--- src/rtl/uart_rx_if.sv ---
// Serial line and receive-side outputs of the UART receiver.
// The slave modport is the receiver; the master modport drives the line and observes results.
interface uart_rx_if #(
    parameter int DATA_WIDTH = 8
);
    logic                  rx_serial_in;
    logic [DATA_WIDTH-1:0] rx_byte_out;
    logic                  rx_done;
    logic                  rx_active;
    logic                  rx_frame_error;

    modport master (
        output rx_serial_in,
        input  rx_byte_out,
        input  rx_done,
        input  rx_active,
        input  rx_frame_error
    );

    modport slave (
        input  rx_serial_in,
        output rx_byte_out,
        output rx_done,
        output rx_active,
        output rx_frame_error
    );
endinterface

--- src/rtl/uart_rx.sv ---
// UART receiver: 2-flop line synchronizer, mid-bit sampling FSM, registered outputs.
// A stop bit sampled low reports a frame error and waits for the line to return high.
module uart_rx #(
    parameter int CLKS_PER_BIT = 434,
    parameter int DATA_WIDTH   = 8
) (
    input  logic       clk,
    input  logic       reset,
    uart_rx_if.slave   rx_if
);
    typedef enum logic [2:0] {
        IDLE,
        RX_START,
        RX_DATA,
        RX_STOP,
        RX_WAIT_HIGH
    } state_t;

    localparam logic [31:0] LP_LAST     = 32'(CLKS_PER_BIT - 1);
    localparam logic [31:0] LP_HALF     = 32'((CLKS_PER_BIT - 1) / 2);
    localparam logic [3:0]  LP_LAST_BIT = 4'(DATA_WIDTH - 1);

    state_t                r_state, w_next_state;
    logic                  r_sync1, r_sync2;
    logic                  w_rx;
    logic [31:0]           r_clk_count, w_clk_count;
    logic [3:0]            r_bit_index, w_bit_index;
    logic [DATA_WIDTH-1:0] r_shift, w_shift;
    logic [DATA_WIDTH-1:0] r_byte, w_byte;
    logic                  r_done, w_done;
    logic                  r_active, w_active;
    logic                  r_ferr, w_ferr;
    logic                  w_bit_tick;
    logic                  w_mid_tick;

    assign w_rx       = r_sync2;
    assign w_bit_tick = (r_clk_count == LP_LAST);
    assign w_mid_tick = (r_clk_count == LP_HALF);

    always_ff @(posedge clk) begin
        if (reset) begin
            r_sync1     <= 1'b1;
            r_sync2     <= 1'b1;
            r_state     <= IDLE;
            r_clk_count <= '0;
            r_bit_index <= '0;
            r_shift     <= '0;
            r_byte      <= '0;
            r_done      <= 1'b0;
            r_active    <= 1'b0;
            r_ferr      <= 1'b0;
        end else begin
            r_sync1     <= rx_if.rx_serial_in;
            r_sync2     <= r_sync1;
            r_state     <= w_next_state;
            r_clk_count <= w_clk_count;
            r_bit_index <= w_bit_index;
            r_shift     <= w_shift;
            r_byte      <= w_byte;
            r_done      <= w_done;
            r_active    <= w_active;
            r_ferr      <= w_ferr;
        end
    end

    always_comb begin
        w_next_state = r_state;
        unique case (r_state)
            IDLE:         if (!w_rx) w_next_state = RX_START;
            RX_START:     if (w_mid_tick) w_next_state = w_rx ? IDLE : RX_DATA;
            RX_DATA:      if (w_bit_tick && (r_bit_index == LP_LAST_BIT)) w_next_state = RX_STOP;
            RX_STOP:      if (w_bit_tick) w_next_state = w_rx ? IDLE : RX_WAIT_HIGH;
            RX_WAIT_HIGH: if (w_rx) w_next_state = IDLE;
            default:      w_next_state = IDLE;
        endcase
    end

    always_comb begin
        w_clk_count = r_clk_count;
        w_bit_index = r_bit_index;
        w_shift     = r_shift;
        w_byte      = r_byte;
        w_done      = 1'b0;
        w_ferr      = 1'b0;
        w_active    = (r_state == RX_START) || (r_state == RX_DATA) || (r_state == RX_STOP);
        unique case (r_state)
            IDLE: begin
                w_clk_count = '0;
                w_bit_index = '0;
            end
            RX_START: begin
                w_clk_count = w_mid_tick ? '0 : r_clk_count + 32'd1;
            end
            RX_DATA: begin
                if (w_bit_tick) begin
                    w_clk_count = '0;
                    for (int unsigned i = 0; i < DATA_WIDTH; i++) begin
                        if (r_bit_index == 4'(i)) w_shift[i] = w_rx;
                    end
                    w_bit_index = (r_bit_index == LP_LAST_BIT) ? '0 : r_bit_index + 4'd1;
                end else begin
                    w_clk_count = r_clk_count + 32'd1;
                end
            end
            RX_STOP: begin
                if (w_bit_tick) begin
                    w_clk_count = '0;
                    if (w_rx) begin
                        w_byte = r_shift;
                        w_done = 1'b1;
                    end else begin
                        w_ferr = 1'b1;
                    end
                end else begin
                    w_clk_count = r_clk_count + 32'd1;
                end
            end
            RX_WAIT_HIGH: begin
                w_clk_count = '0;
            end
            default: begin
                w_clk_count = '0;
                w_bit_index = '0;
            end
        endcase
    end

    assign rx_if.rx_byte_out    = r_byte;
    assign rx_if.rx_done        = r_done;
    assign rx_if.rx_active      = r_active;
    assign rx_if.rx_frame_error = r_ferr;
endmodule

--- src/flat_wrapper.sv ---
// flat-port wrapper written by rule: the top's interface ports become plain ports
module uart_rx_flat 
#(
    parameter int CLKS_PER_BIT = 434,
    parameter int DATA_WIDTH   = 8
)
  (clk, reset, rx_if_rx_serial_in, rx_if_rx_byte_out, rx_if_rx_done, rx_if_rx_active, rx_if_rx_frame_error);
  uart_rx_if #(.DATA_WIDTH(DATA_WIDTH)) rx_if_i ();
  input  logic clk;
  input  logic reset;
  input wire logic [$bits(rx_if_i.rx_serial_in)-1:0] rx_if_rx_serial_in;
  output wire logic [$bits(rx_if_i.rx_byte_out)-1:0] rx_if_rx_byte_out;
  output wire logic [$bits(rx_if_i.rx_done)-1:0] rx_if_rx_done;
  output wire logic [$bits(rx_if_i.rx_active)-1:0] rx_if_rx_active;
  output wire logic [$bits(rx_if_i.rx_frame_error)-1:0] rx_if_rx_frame_error;
  assign rx_if_i.rx_serial_in = rx_if_rx_serial_in;
  assign rx_if_rx_byte_out = rx_if_i.rx_byte_out;
  assign rx_if_rx_done = rx_if_i.rx_done;
  assign rx_if_rx_active = rx_if_i.rx_active;
  assign rx_if_rx_frame_error = rx_if_i.rx_frame_error;
  uart_rx #(.CLKS_PER_BIT(CLKS_PER_BIT), .DATA_WIDTH(DATA_WIDTH)) u_core (.clk(clk), .reset(reset), .rx_if(rx_if_i));
endmodule
--- config.mk ---
export PLATFORM = sky130hd
export DESIGN_NAME = uart_rx_flat
export DESIGN_NICKNAME = d
export VERILOG_FILES = /design/src/rtl/uart_rx_if.sv /design/src/rtl/uart_rx.sv /design/src/flat_wrapper.sv
export SDC_FILE = /design/constraint.sdc
export NUM_CORES = 1
export LEC_CHECK = 0
export BUFFER_PORTS_ARGS = -buffer_cell sky130_fd_sc_hd__buf_2
export CAP_MARGIN = 5
export CORE_MARGIN = 1.5
export CORE_UTILIZATION = 55
export CTS_CLUSTER_SIZE = 40
export DETAILED_ROUTE_END_ITERATION = 7
export GPL_ROUTABILITY_DRIVEN = 0
export PLACE_DENSITY = 0.71
export SYNTH_ARGS = -nofsm -noshare
export SYNTH_HDL_FRONTEND = slang
export SYNTH_SLANG_ARGS = --single-unit
--- constraint.sdc ---
create_clock -name clk -period 5.4 [get_ports clk]
set_input_delay 1.62 -clock clk [delete_from_list [all_inputs] [get_ports clk]]
set_output_delay 1.62 -clock clk [all_outputs]
set_load 0.01 [all_outputs]
==> impl_metrics.json, run 1 <==
{
  "critPathLaunch": "reset",
  "multi_input_area_um2": 1519,
  "htree_levels": 3,
  "die_y_um": 74.59,
  "yosysTopAreaCell": "dfxtp_1",
  "synthesis.nets": 342,
  "worst_pin_slew_ps": 877.9,
  "holdPathStages": 1,
  "pin_count": 14,
  "rsz0062_at_grt": "false",
  "clk_latency_ps": 330,
  "finClkSkew_ps": 6.106,
  "cts_resized": 0,
  "path_max_fanout": 32,
  "grt-ovfl-total": 0,
  "min_path_type": "flop to flop",
  "final_common_cell": "dfxtp_1",
  "clkSinkCount": 60,
  "vdd_drop_max_mv": 0.1580,
  "drt_iter0_markers": 96,
  "r2r-start": "u_core.r_clk_count[8]$_SDFF_PP0_",
  "synth_ff_type": "dfxtp_1",
  "reg2reg_to": "u_core.r_shift[7]$_SDFFE_PP0P_",
  "cts_inserted_buffers": 9,
  "async_reset_ff_frac": 0,
  "synth_top_area_frac": 0.4261,
  "antenna_found_initial": 0,
  "r2r_cells": 5,
  "crit_type": "input port to flop",
  "synthTopCellsByArea": "dfxtp_1 43%, xnor2_1 8.1%, nor2_1 7.9%, nand3_1 4.1%, ha_1 3.1%",
  "period_share": 0.4772,
  "setup_viol": 0,
  "wl_per_cell_um": 12.91,
  "synthCells": 332,
  "cts_hold_buf": 0,
  "cell_internal_pwr_w": 0.0006353,
  "maxSlewViolCount": 0,
  "drc_errors": 0,
  "synth_seq_cells": 60,
  "worstPathArrival_ps": 2850,
  "cts-root-buf": "clkbuf_8",
  "hold_slack_ps": 408.0,
  "via_per_inst": 5.571,
  "pwr-share-seq": 0.551,
  "power_w": 0.0008096,
  "critical_path_required_ps": 5670,
  "fmax_ghz": 0.3881,
  "nFillCells": 443,
  "grt_pass1_vias": 2142,
  "first_pass_iters": 4,
  "grt_pass1_wl_mm": 9.232,
  "diodes": 0,
  "start_util": 0.5852,
  "area_growth_pct": 9.765,
  "track_usage": 0.2176,
  "power.switching_w": 0.0001742,
  "syn_area_per_cell_um2": 8.491,
  "cts_tree": "done",
  "drive_above_1_share": 0.1006,
  "min-delay-start": "u_core.r_sync1$_SDFF_PP1_",
  "start_kind": "input port",
  "cts_buffer_depth": 2,
  "nets": 354,
  "hold_end": "u_core.r_sync2$_SDFF_PP1_",
  "status": "finished, final reports clean",
  "num_rows": 25,
  "port_buffers": 13,
  "maxCapViolations": 0,
  "post-cts-setup-buffers": 0,
  "vias": 2312,
  "powerDensity_nw_per_um2": 261.6,
  "layout_common_cells": "60 x dfxtp_1, 59 x nor2_1, 26 x xnor2_1",
  "p_comb_frac": 0.013,
  "fin_crit_ps": 2577,
  "p_clk_frac": 0.435,
  "synth-edff-count": 0,
  "regToRegSetupSlack_ps": 2930,
  "clkTransAtPathRegs_ps": 60,
  "yosysUniqueCellTypes": 39,
  "ys_warn_count": 0,
  "worstSetupEndpointType": "flop",
  "fin_setup_tns_ps": 0,
  "swShare": 0.2152,
  "syn-cell-area_um2": 2819,
  "p_leak_nw": 0.9817,
  "ys_seq_area_frac": 0.4261,
  "die_area_um2": 5564,
  "die_x_um": 74.59,
  "hold_viol": 0,
  "slew_headroom": 0.4065,
  "dp_hpwl_mm": 3.605,
  "grt_max_degree": 33,
  "core_um2": 4817,
  "drt_wl_total_mm": 5.359,
  "regArea_um2": 1201,
  "antenna_left": 0
}
## power groups by stage
| stage | logic (W) | registers [W] | clock network [W] |
|---|---|---|---|
| 6_report | 0.0000109 | 0.000446 | 0.000352 |
| 5_1_grt | 0.0000120 | 0.000446 | 0.000380 |
| 4_1_cts | 0.0000109 | 0.000446 | 0.000362 |
| 3_5_place_dp | 0.0000109 | 0.000456 | 0 |
| 3_3_place_gp | 0.0000110 | 0.000456 | 0 |
| 2_1_floorplan | 0.00000859 | 0.000455 | 0 |
## worst max-delay path, cell delays in order
cell,delay (ps)
buf_2,260
nor3_1,420
o41ai_4,140
buf_4,260
nor2_1,130
## per-stage QoR
step | instance area, µm² | std cells | util | worst slack, ps
floorplan | 2819 | 332 | - | 2999
global placement | 2925 | 400 | 0.6073 | 2514
finish | 3094 | 415 | 0.6423 | 2823
detailed placement | 2925 | 400 | 0.6073 | 2455
CTS | 3094 | 415 | 0.6423 | 2819
global route | 3094 | 415 | 0.6423 | 2605
## flip-flops by register name, indices dropped and copies added, names as in the netlist
name	cells
u_core.r_shift	8
u_core.r_sync2	1
u_core.r_sync1	1
u_core.rx_if.rx_byte_out	8
u_core.rx_if.rx_active	1
u_core.rx_if.rx_done	1
u_core.rx_if.rx_frame_error	1
u_core.r_state	3
u_core.r_bit_index	4
u_core.r_clk_count	32
## final cells by class
class                           instances  share of cell area
Clock inverter                          2            0.003235
Tap cell                               67             0.02709
Multi-Input combinational cell        246              0.4909
Clock buffer                           13             0.05135
Inverter                               13             0.01577
Timing Repair Buffer                   14             0.02345
Sequential cell                        60              0.3882
## cells by family after synthesis
family,after synthesis,share of synthesized area
xor gates and xnor gates,30,0.09321
AOI/OAI and AO/OA,34,0.07679
muxes,9,0.03240
buffers and inverters,26,0.03906
adders and majority gates,7,0.03107
DFF,60,0.4261
and+or+nand+nor,166,0.3014
## worst max-delay path by stage
stage | slack [ps] | cells past startpoint | end
after global routing | 2600 | 5 | u_core.r_shift[7]$_SDFFE_PP0P_
after floorplan | 3000 | 3 | u_core.r_state[0]$_SDFFE_PP0P_
final | 2820 | 5 | u_core.r_clk_count[19]$_SDFF_PP0_
after CTS | 2820 | 5 | u_core.r_clk_count[23]$_SDFF_PP0_
after global placement | 2510 | 5 | u_core.r_clk_count[20]$_SDFF_PP0_
after detailed placement | 2460 | 5 | u_core.r_clk_count[7]$_SDFF_PP0_
## routing by layer
layer  global-route usage  share of wire  vias to the layer above
met2               0.3542           0.46                       41
met4               0.1333          0.017                        0
met3              0.05149          0.044                       12
met5                    0              0                        -
li1                     -              -                     1188
met1               0.2594           0.48                     1071
## Yosys cell counts, types with 7 or more instances
master / number
a21oi_1: 11
and4_1: 8
clkbuf_1: 8
dfxtp_1: 60
ha_1: 7
inv_1: 13
mux2i_1: 8
nand2_1: 18
nand3_1: 23
nand4_1: 13
nor2_1: 59
nor3_1: 11
nor4_1: 13
o21ai_0: 10
xnor2_1: 26
No activity file was read; power rests on OpenSTA's default activity.
==> inputs of run 2 (changes only) <==
==> constraint.sdc (replaced) <==
create_clock -name clk -period 2.4 [get_ports clk]
set_input_delay 0.72 -clock clk [delete_from_list [all_inputs] [get_ports clk]]
set_output_delay 0.72 -clock clk [all_outputs]
set_load 0.01 [all_outputs]
==> run 2 against run 1 <==
Clock power rose to 3.0 times the previous value. First-iteration DRC count rose by 75%. Worst setup slack worse by 2600 ps. Critical path type is now flop to flop.
==> impl_metrics.json, run 2 (synthesis gave the netlist of run 1 again) <==
{
  "status": "finished, final reports clean",
  "track_usage": 0.2297,
  "path_buf_inv": 1,
  "layout_common_cells": "60 x dfxtp_1, 59 x nor2_1, 26 x xnor2_1",
  "num_rows": 25,
  "wl_met3_um": 234,
  "wl_met1_mm": 2.642,
  "critical_path_required_ps": 2610,
  "finClkSkew_ps": 10.44,
  "drt_iter0_markers": 168,
  "htree_levels": 3,
  "crit_chain": "or4_1 -> or2_1 -> nor4_4 -> buf_4 -> mux2i_1 -> nor2_1",
  "nFillCells": 429,
  "slew_headroom": 0.5942,
  "fmax_ghz": 0.4568,
  "min_path_type": "flop to flop",
  "clk_latency_ps": 330,
  "core_um2": 4817,
  "largest_register_ffs": 32,
  "area_growth_pct": 14.43,
  "nets": 361,
  "final_util": 0.6696,
  "antenna_left": 0,
  "drive_above_1_share": 0.1264,
  "hold_viol": 0,
  "worst_pin_slew_ps": 606.4,
  "top_layer_used": "met4",
  "powerDensity_nw_per_um2": 647.8,
  "worstSetupEndpointType": "flop",
  "first_pass_iters": 4,
  "start_kind": "flop",
  "cts-root-buf": "clkbuf_8",
  "maxCapViolations": 0,
  "p_leak_nw": 1.058,
  "grt_max_degree": 33,
  "cp_top_family": "simple AND/OR/NAND/NOR gates",
  "diodes": 0,
  "die_area_um2": 5564,
  "antenna_found_initial": 0,
  "cts_buffer_depth": 2,
  "cpPeakStageDelay_ps": 540,
  "path_max_fanout": 8,
  "via_per_inst": 5.579,
  "worstPathArrival_ps": 2400,
  "maxSlewViolCount": 0,
  "drc_errors": 0,
  "wl_met2_mm": 2.749,
  "cts_resized": 0,
  "final_cell_area_um2": 3226,
  "rsz0062_at_grt": "false",
  "port_buffers": 13,
  "clkSinkCount": 60,
  "grt_pass1_vias": 2285,
  "final_common_cell": "dfxtp_1",
  "multi_input_area_um2": 1519,
  "cts_hold_buf": 0,
  "setup_viol": 0,
  "cts_inserted_buffers": 9,
  "vias": 2360,
  "wl_per_cell_um": 13.40,
  "slowest_stage": "or4_1",
  "grt_pass1_wl_mm": 9.887,
  "fin_crit_ps": 2189,
  "cts_tree": "done",
  "regArea_um2": 1201,
  "largest_register": "u_core.r_clk_count",
  "post_dp_cell_area_um2": 2990,
  "pin_count": 14,
  "crit_type": "flop to flop",
  "grt-ovfl-total": 0,
  "dp_hpwl_mm": 3.821,
  "drt_wl_total_mm": 5.667,
  "period_share": 0.9122,
  "die_y_um": 74.59,
  "clkTransAtPathRegs_ps": 70,
  "vdd_drop_max_mv": 0.6570,
  "die_x_um": 74.59,
  "post-cts-setup-buffers": 0,
  "fin_setup_tns_ps": 0,
  "hold_slack_ps": 426.5,
  "start_util": 0.5852
}
-- run 2: layer usage --
metal,GRT usage,vias up
met1,0.2832,1089
met3,0.05962,6
li1,-,1214
met4,0.09091,0
met2,0.3839,51
met5,0,-
-- run 2: final timing paths --
kind	startpoint	endpoint	slack, ps	depth (start not counted)
hold / removal	u_core.r_sync1$_SDFF_PP1_	u_core.r_sync2$_SDFF_PP1_	430	1
setup / recovery	u_core.r_clk_count[17]$_SDFF_PP0_	u_core.rx_if.rx_byte_out[0]$_SDFFE_PP0P_	210	6
hold reg to reg	u_core.r_sync1$_SDFF_PP1_	u_core.r_sync2$_SDFF_PP1_	430	1
setup reg to reg	u_core.r_clk_count[17]$_SDFF_PP0_	u_core.rx_if.rx_byte_out[0]$_SDFFE_PP0P_	210	6
-- run 2: metrics by stage --
step                total power (W)  setup WS (ps)  std cells
floorplan                  0.001043          200.5        332
global placement           0.001054          250.3        407
detailed placement         0.001054          199.3        407
CTS                        0.002101          195.6        423
global route               0.002147          65.37        423
finish                     0.002089          210.8        423
-- run 2: power by group --
| part | leakage (nW) | internal, W | switching, W | total, W |
|---|---|---|---|---|
| combinational | 0.452 | 0.0000102 | 0.0000202 | 0.0000304 |
| clock | 0.122 | 0.000666 | 0.000391 | 0.00106 |
| sequential | 0.484 | 0.000999 | 0.00000294 | 0.00100 |
| total | 1.06 | 0.00168 | 0.000414 | 0.00209 |
-- run 2: final cells by class --
cell class | instances | share of cell area
clock inverters | 4 | 0.02172
repair buffers | 21 | 0.04267
well taps | 67 | 0.02599
inverters | 13 | 0.01513
multi-input cells | 246 | 0.4709
flip-flops and latches | 60 | 0.3724
clock buffers | 12 | 0.05120
